==> src/rtl/kronos_types.sv <==
// Shared Kronos type definitions: CSR operation encoding and datapath widths
// used by the CSR arbiter and the CSR file.
package kronos_types;

  localparam int unsigned CSR_ADDR_W = 12;
  localparam int unsigned CSR_DATA_W = 32;

  typedef enum logic [1:0] {
    CSR_OP_NONE = 2'b00,
    CSR_OP_RW   = 2'b01,
    CSR_OP_RS   = 2'b10,
    CSR_OP_RC   = 2'b11
  } csr_op_e;

endpackage

==> src/rtl/kronos_csr_arbiter.sv <==
// Two-requester (core / debug) arbiter in front of the CSR file: grants one
// request at a time, forwards it, and returns the old value or a timeout error.
module kronos_csr_arbiter
  import kronos_types::*;
#(
  parameter int unsigned TIMEOUT  = 16,
  parameter int unsigned DBG_PRIO = 0
) (
  input  logic                  clk,
  input  logic                  rstz,
  input  logic                  req0_vld,
  input  logic [CSR_ADDR_W-1:0] req0_addr,
  input  logic [1:0]            req0_op,
  input  logic [CSR_DATA_W-1:0] req0_wdata,
  output logic                  req0_rdy,
  output logic [CSR_DATA_W-1:0] req0_rdata,
  output logic                  req0_err,
  input  logic                  req1_vld,
  input  logic [CSR_ADDR_W-1:0] req1_addr,
  input  logic [1:0]            req1_op,
  input  logic [CSR_DATA_W-1:0] req1_wdata,
  output logic                  req1_rdy,
  output logic [CSR_DATA_W-1:0] req1_rdata,
  output logic                  req1_err,
  output logic                  csr_vld,
  output logic [CSR_ADDR_W-1:0] csr_addr,
  output logic [1:0]            csr_op,
  output logic [CSR_DATA_W-1:0] csr_wdata,
  input  logic                  csr_rdy,
  input  logic [CSR_DATA_W-1:0] csr_rdata,
  output logic                  busy,
  output logic                  gnt_id
);

  typedef enum logic [1:0] {
    ST_IDLE  = 2'd0,
    ST_ISSUE = 2'd1,
    ST_RESP  = 2'd2
  } state_e;

  // Last ISSUE cycle value of the counter; success still wins on that cycle.
  localparam logic [7:0] TO_LAST_C = 8'(TIMEOUT - 1);

  state_e                  state_r;
  state_e                  state_nxt_s;
  logic [7:0]              cnt_r;
  logic                    gnt_id_r;
  logic [CSR_ADDR_W-1:0]   addr_r;
  csr_op_e                 op_r;
  logic [CSR_DATA_W-1:0]   wdata_r;
  logic                    csr_vld_r;
  logic                    busy_r;
  logic [1:0]              rdy_r;
  logic                    err0_r;
  logic                    err1_r;
  logic [CSR_DATA_W-1:0]   rdata0_r;
  logic [CSR_DATA_W-1:0]   rdata1_r;

  logic                    any_vld_s;
  logic                    gnt_s;
  logic                    done_ok_s;
  logic                    done_to_s;
  logic                    csr_vld_nxt_s;
  logic                    busy_nxt_s;
  logic [1:0]              rdy_nxt_s;
  logic [CSR_DATA_W-1:0]   resp_data_s;
  logic                    resp_err_s;

  // Arbitration: round-robin against the last owner, or fixed debug priority.
  always_comb begin
    any_vld_s = req0_vld | req1_vld;
    gnt_s     = 1'b0;
    if (req0_vld && req1_vld) begin
      if (DBG_PRIO != 32'd0) begin
        gnt_s = 1'b1;
      end else begin
        gnt_s = ~gnt_id_r;
      end
    end else if (req1_vld) begin
      gnt_s = 1'b1;
    end else begin
      gnt_s = 1'b0;
    end
  end

  // Completion conditions evaluated during ISSUE.
  always_comb begin
    done_ok_s = (state_r == ST_ISSUE) && csr_rdy;
    done_to_s = (state_r == ST_ISSUE) && !csr_rdy && (cnt_r == TO_LAST_C);
  end

  // State register.
  always_ff @(posedge clk or negedge rstz) begin
    if (!rstz) begin
      state_r <= ST_IDLE;
    end else begin
      state_r <= state_nxt_s;
    end
  end

  // Next-state logic.
  always_comb begin
    state_nxt_s = state_r;
    case (state_r)
      ST_IDLE: begin
        if (any_vld_s) begin
          state_nxt_s = ST_ISSUE;
        end else begin
          state_nxt_s = ST_IDLE;
        end
      end
      ST_ISSUE: begin
        if (done_ok_s || done_to_s) begin
          state_nxt_s = ST_RESP;
        end else begin
          state_nxt_s = ST_ISSUE;
        end
      end
      ST_RESP: state_nxt_s = ST_IDLE;
      default: state_nxt_s = ST_IDLE;
    endcase
  end

  // Output decode from the next state so every port comes straight off a flop.
  always_comb begin
    csr_vld_nxt_s = (state_nxt_s == ST_ISSUE);
    busy_nxt_s    = (state_nxt_s != ST_IDLE);
    if (state_nxt_s == ST_RESP) begin
      rdy_nxt_s = gnt_id_r ? 2'b10 : 2'b01;
    end else begin
      rdy_nxt_s = 2'b00;
    end
    if (done_ok_s) begin
      resp_data_s = csr_rdata;
      resp_err_s  = 1'b0;
    end else begin
      resp_data_s = {CSR_DATA_W{1'b0}};
      resp_err_s  = 1'b1;
    end
  end

  // Grant capture and ISSUE-cycle counter.
  always_ff @(posedge clk or negedge rstz) begin
    if (!rstz) begin
      gnt_id_r <= 1'b1;
      addr_r   <= {CSR_ADDR_W{1'b0}};
      op_r     <= CSR_OP_NONE;
      wdata_r  <= {CSR_DATA_W{1'b0}};
      cnt_r    <= 8'd0;
    end else begin
      if ((state_r == ST_IDLE) && any_vld_s) begin
        gnt_id_r <= gnt_s;
        addr_r   <= gnt_s ? req1_addr : req0_addr;
        op_r     <= csr_op_e'(gnt_s ? req1_op : req0_op);
        wdata_r  <= gnt_s ? req1_wdata : req0_wdata;
      end
      if (state_r == ST_ISSUE) begin
        cnt_r <= cnt_r + 8'd1;
      end else begin
        cnt_r <= 8'd0;
      end
    end
  end

  // Registered handshake outputs; response data/err hold between pulses.
  always_ff @(posedge clk or negedge rstz) begin
    if (!rstz) begin
      csr_vld_r <= 1'b0;
      busy_r    <= 1'b0;
      rdy_r     <= 2'b00;
      err0_r    <= 1'b0;
      err1_r    <= 1'b0;
      rdata0_r  <= {CSR_DATA_W{1'b0}};
      rdata1_r  <= {CSR_DATA_W{1'b0}};
    end else begin
      csr_vld_r <= csr_vld_nxt_s;
      busy_r    <= busy_nxt_s;
      rdy_r     <= rdy_nxt_s;
      if (rdy_nxt_s[0]) begin
        rdata0_r <= resp_data_s;
        err0_r   <= resp_err_s;
      end
      if (rdy_nxt_s[1]) begin
        rdata1_r <= resp_data_s;
        err1_r   <= resp_err_s;
      end
    end
  end

  assign csr_vld    = csr_vld_r;
  assign csr_addr   = addr_r;
  assign csr_op     = op_r;
  assign csr_wdata  = wdata_r;
  assign busy       = busy_r;
  assign gnt_id     = gnt_id_r;
  assign req0_rdy   = rdy_r[0];
  assign req1_rdy   = rdy_r[1];
  assign req0_rdata = rdata0_r;
  assign req1_rdata = rdata1_r;
  assign req0_err   = err0_r;
  assign req1_err   = err1_r;

endmodule

==> config.mk <==
export PLATFORM = sky130hd
export DESIGN_NAME = kronos_csr_arbiter
export DESIGN_NICKNAME = d
export VERILOG_FILES = /design/src/rtl/kronos_types.sv /design/src/rtl/kronos_csr_arbiter.sv
export SDC_FILE = /design/constraint.sdc
export NUM_CORES = 1
export LEC_CHECK = 0
export BUFFER_PORTS_ARGS = -buffer_cell sky130_fd_sc_hd__buf_4
export CAP_MARGIN = 20
export CORE_MARGIN = 2
export CORE_UTILIZATION = 52
export CTS_BUF_LIST = sky130_fd_sc_hd__clkbuf_16
export CTS_CLUSTER_SIZE = 30
export DETAILED_ROUTE_END_ITERATION = 8
export MAX_ROUTING_LAYER = met4
export PLACE_DENSITY = 0.95
export SYNTH_ARGS = -nofsm -noshare
export SYNTH_HDL_FRONTEND = slang
export SYNTH_SLANG_ARGS = --single-unit
==> constraint.sdc <==
create_clock -name clk -period 4.5 [get_ports clk]
set_input_delay 0.225 -clock clk [delete_from_list [all_inputs] [get_ports clk]]
set_output_delay 0.225 -clock clk [all_outputs]
set_load 0.02 [all_outputs]
==> impl_metrics.yaml <==
timing:
  setup_tns_ps: 0
  finalHoldViolCount: 0
  final.setup_skew_ps: 8.674
  rsz0062_at_grt: "false"
  period_share: 0.5016
  worstMarginPinSlew_ps: 794.7
  fmax_mhz: 443.0
  worst_hold_slack_ps: 52.56
  slew-limit-headroom: 0.4702
  setup_viol: 0
  slew_violations: 0
  min_period_ps: 2257
die:
  rows: 39
  die-area_mm2: 0.01229
  io_pins: 246
  fp.coreArea_mm2: 0.01127
  die_w_um: 110.9
  start_util: 0.5268
  die_h_um: 110.9
clocking:
  clockBufferDepth: 2
  postCtsHoldBufs: 0
  cts_setup_buffers: 0
  cts.clk_slew.worst_paths_ps: 60
  cts_resized: 0
  cts-root-buf: "clkbuf_16"
  clock_sinks: 127
  clkLatencyLatePin_ps: 410
  numCtsBuffers: 17
  cts-htree-levels: 4
  cts_tree: "done"
yosys:
  synth_top_cells_by_count: "dfrtp_1 (126), mux2_2 (93), o21ai_0 (67)"
  synth-edff-count: 0
  ys_ff_latch: 127
  netlist-cell-type-count: 35
  synth_largest_area_cell: "dfrtp_1"
  syn_avg_cell_area_um2: 11.88
  ys_seq_area_frac: 0.5354
  synth_nets: 630
  synth_most_common_cell: "dfrtp_1"
  syn_inst: 500
  synth_flop_cell: "dfrtp_1"
  netlist_area_mm2: 0.005938
  async_flop_share: 1.000
  yosys_warnings: 0
  post-synth-top-area-fraction: 0.5310
  synth.area.top_cells: "dfrtp_1 (53%), mux2_2 (18%), a22oi_1 (8.1%)"
worst_setup_path:
  crit_path_max_incr_delay_ps: 760
  cp_slowest_cell: "or3b_1"
  worstSetupEndpointType: "flip-flop"
  startpoint_type: "flip-flop"
  criticalPathCategory: "reg -> reg"
  crit_required_ps: 4810
  crit_family: "simple AND/OR/NAND/NOR gates"
  arrival_ps: 2570
  crit_chain: "or3b_1 -> buf_16 -> or3_1 -> a21oi_1"
  path_max_fanout: 18
  crit_buf_inv: 1
detailed_routing:
  drt_iter0_drc: 419
  drcViolationCount: 0
  wl_mm: 17.46
  firstDrtPassIters: 5
  num_vias: 5127
  wire_per_inst_um: 19.60
  ant_nets: 0
  vias_per_cell: 5.754
placement:
  place_area_mm2: 0.007896
  gp_congestion: 0.9119
  dp.cells: 857
  io_buffers: 245
  hpwl_mm: 12.09
grt:
  grt_pass1_wl_mm: 27.75
  grt_pass1_vias: 5479
  track_usage: 0.2930
  grt_max_degree: 86
  antenna_found_initial: 0
  overflow: 0
finish:
  utilization: 0.7610
  final_cells: 891
  nets: 865
  num_antenna_cells: 0
  syn2layout_area_growth_pct: 44.46
  drive_gt1_frac: 0.5160
  fin_area_mm2: 0.008578
status:
  status: "finished, final reports clean"
worst_hold_path:
  hold_class: "in -> reg"
power:
  p_per_area_mw_per_mm2: 707.0
  cellLeakagePower_nw: 3.847
  peakVddDrop_v: 0.0004065
job:
  drv_cap: 0
-- cell type report --
type                    count  area, um2
flip-flops and latches    127       3179
fillers                   690       2694
multi-input cells         331       2587
repair buffers            255       1977
clock buffers              17      425.4
clock inverters            15      219.0
well taps                 143      178.9
inverters                   3      11.26
-- state kept, by name, summed over array words and instances, names as in the netlist --
register / cells
busy: 1
csr_wdata: 32
csr_op: 2
req0_err: 1
csr_vld: 1
cnt_r: 8
req0_rdata: 32
gnt_id: 1
req1_err: 1
state_r: 2
rdy_r: 2
csr_addr: 12
req1_rdata: 32
-- routing by layer --
layer | track usage | vias to the layer above | share of wire
met1 | 0.3276 | 2514 | 0.37
met3 | 0.06178 | 76 | 0.059
met5 | - | - | 0
met2 | 0.4875 | 257 | 0.52
met4 | 0.1708 | 0 | 0.053
li1 | - | 2280 | -
-- kinds of logic (layout without fill, tap and decap cells) --
kind of cell,Yosys count,count (layout),share of synthesized area
multiplexers,93,93,0.1764
adder cells (fa/ha/maj),1,1,0.002107
AND/OR/NAND/NOR,92,92,0.09735
AO/OA/AOI/OAI,142,142,0.1500
buffers and inverters,42,290,0.03434
flip-flops,127,127,0.5354
XOR/XNOR,3,3,0.004426
-- cell usage in the layout, fill, tap and decap left out, types with 2 or more instances in the layout --
master	n
buf_4	251
dfrtp_1	126
mux2_2	93
o21ai_0	67
nand2b_1	65
a22oi_1	64
clkbuf_16	17
or3_1	6
nor2_1	6
a21oi_1	5
bufinv_16	5
inv_1	4
nand3_1	3
clkinv_2	3
clkinv_4	3
buf_16	3
xnor2_1	2
o21bai_1	2
o21ba_2	2
clkinvlp_4	2
-- per-stage QoR --
| step | total power, mW | worst slack, ps |
|---|---|---|
| floorplan | 3.372 | 2799 |
| global placement | 4.419 | 2229 |
| detailed placement | 4.562 | 2236 |
| CTS | 6.082 | 2221 |
| global route | 6.344 | 2120 |
| finish | 6.065 | 2243 |
-- worst register-to-register path, cell delays in order, from the launching register on --
cell,delay [ps]
dfrtp_1,490
or3b_1,760
buf_16,310
or3_1,370
a21oi_1,230
-- worst paths after layout --
path	slack, ps	to	depth (start not counted)	start
worst max-delay path	2240	req0_err$_DFFE_PN0P_	4	state_r[1]$_DFF_PN0_
worst min register to register	500	cnt_r[0]$_DFF_PN0_	1	cnt_r[0]$_DFF_PN0_
worst max register to register	2240	req0_err$_DFFE_PN0P_	4	state_r[1]$_DFF_PN0_
min in group asynchronous	200	req1_rdata[8]$_DFFE_PN0P_	2	rstz
worst min-delay path	50	req1_rdata[17]$_DFFE_PN0P_	3	csr_rdata[17]
max in group asynchronous	3080	req1_rdata[1]$_DFFE_PN0P_	4	rstz
-- where the power goes --
part	internal [mW]	total (mW)	switching (mW)
clock	0.981	1.50	0.515
sequential	1.63	2.02	0.385
combinational	1.22	2.55	1.33
total	3.83	6.06	2.23
Power figures use the tool's default switching activity.
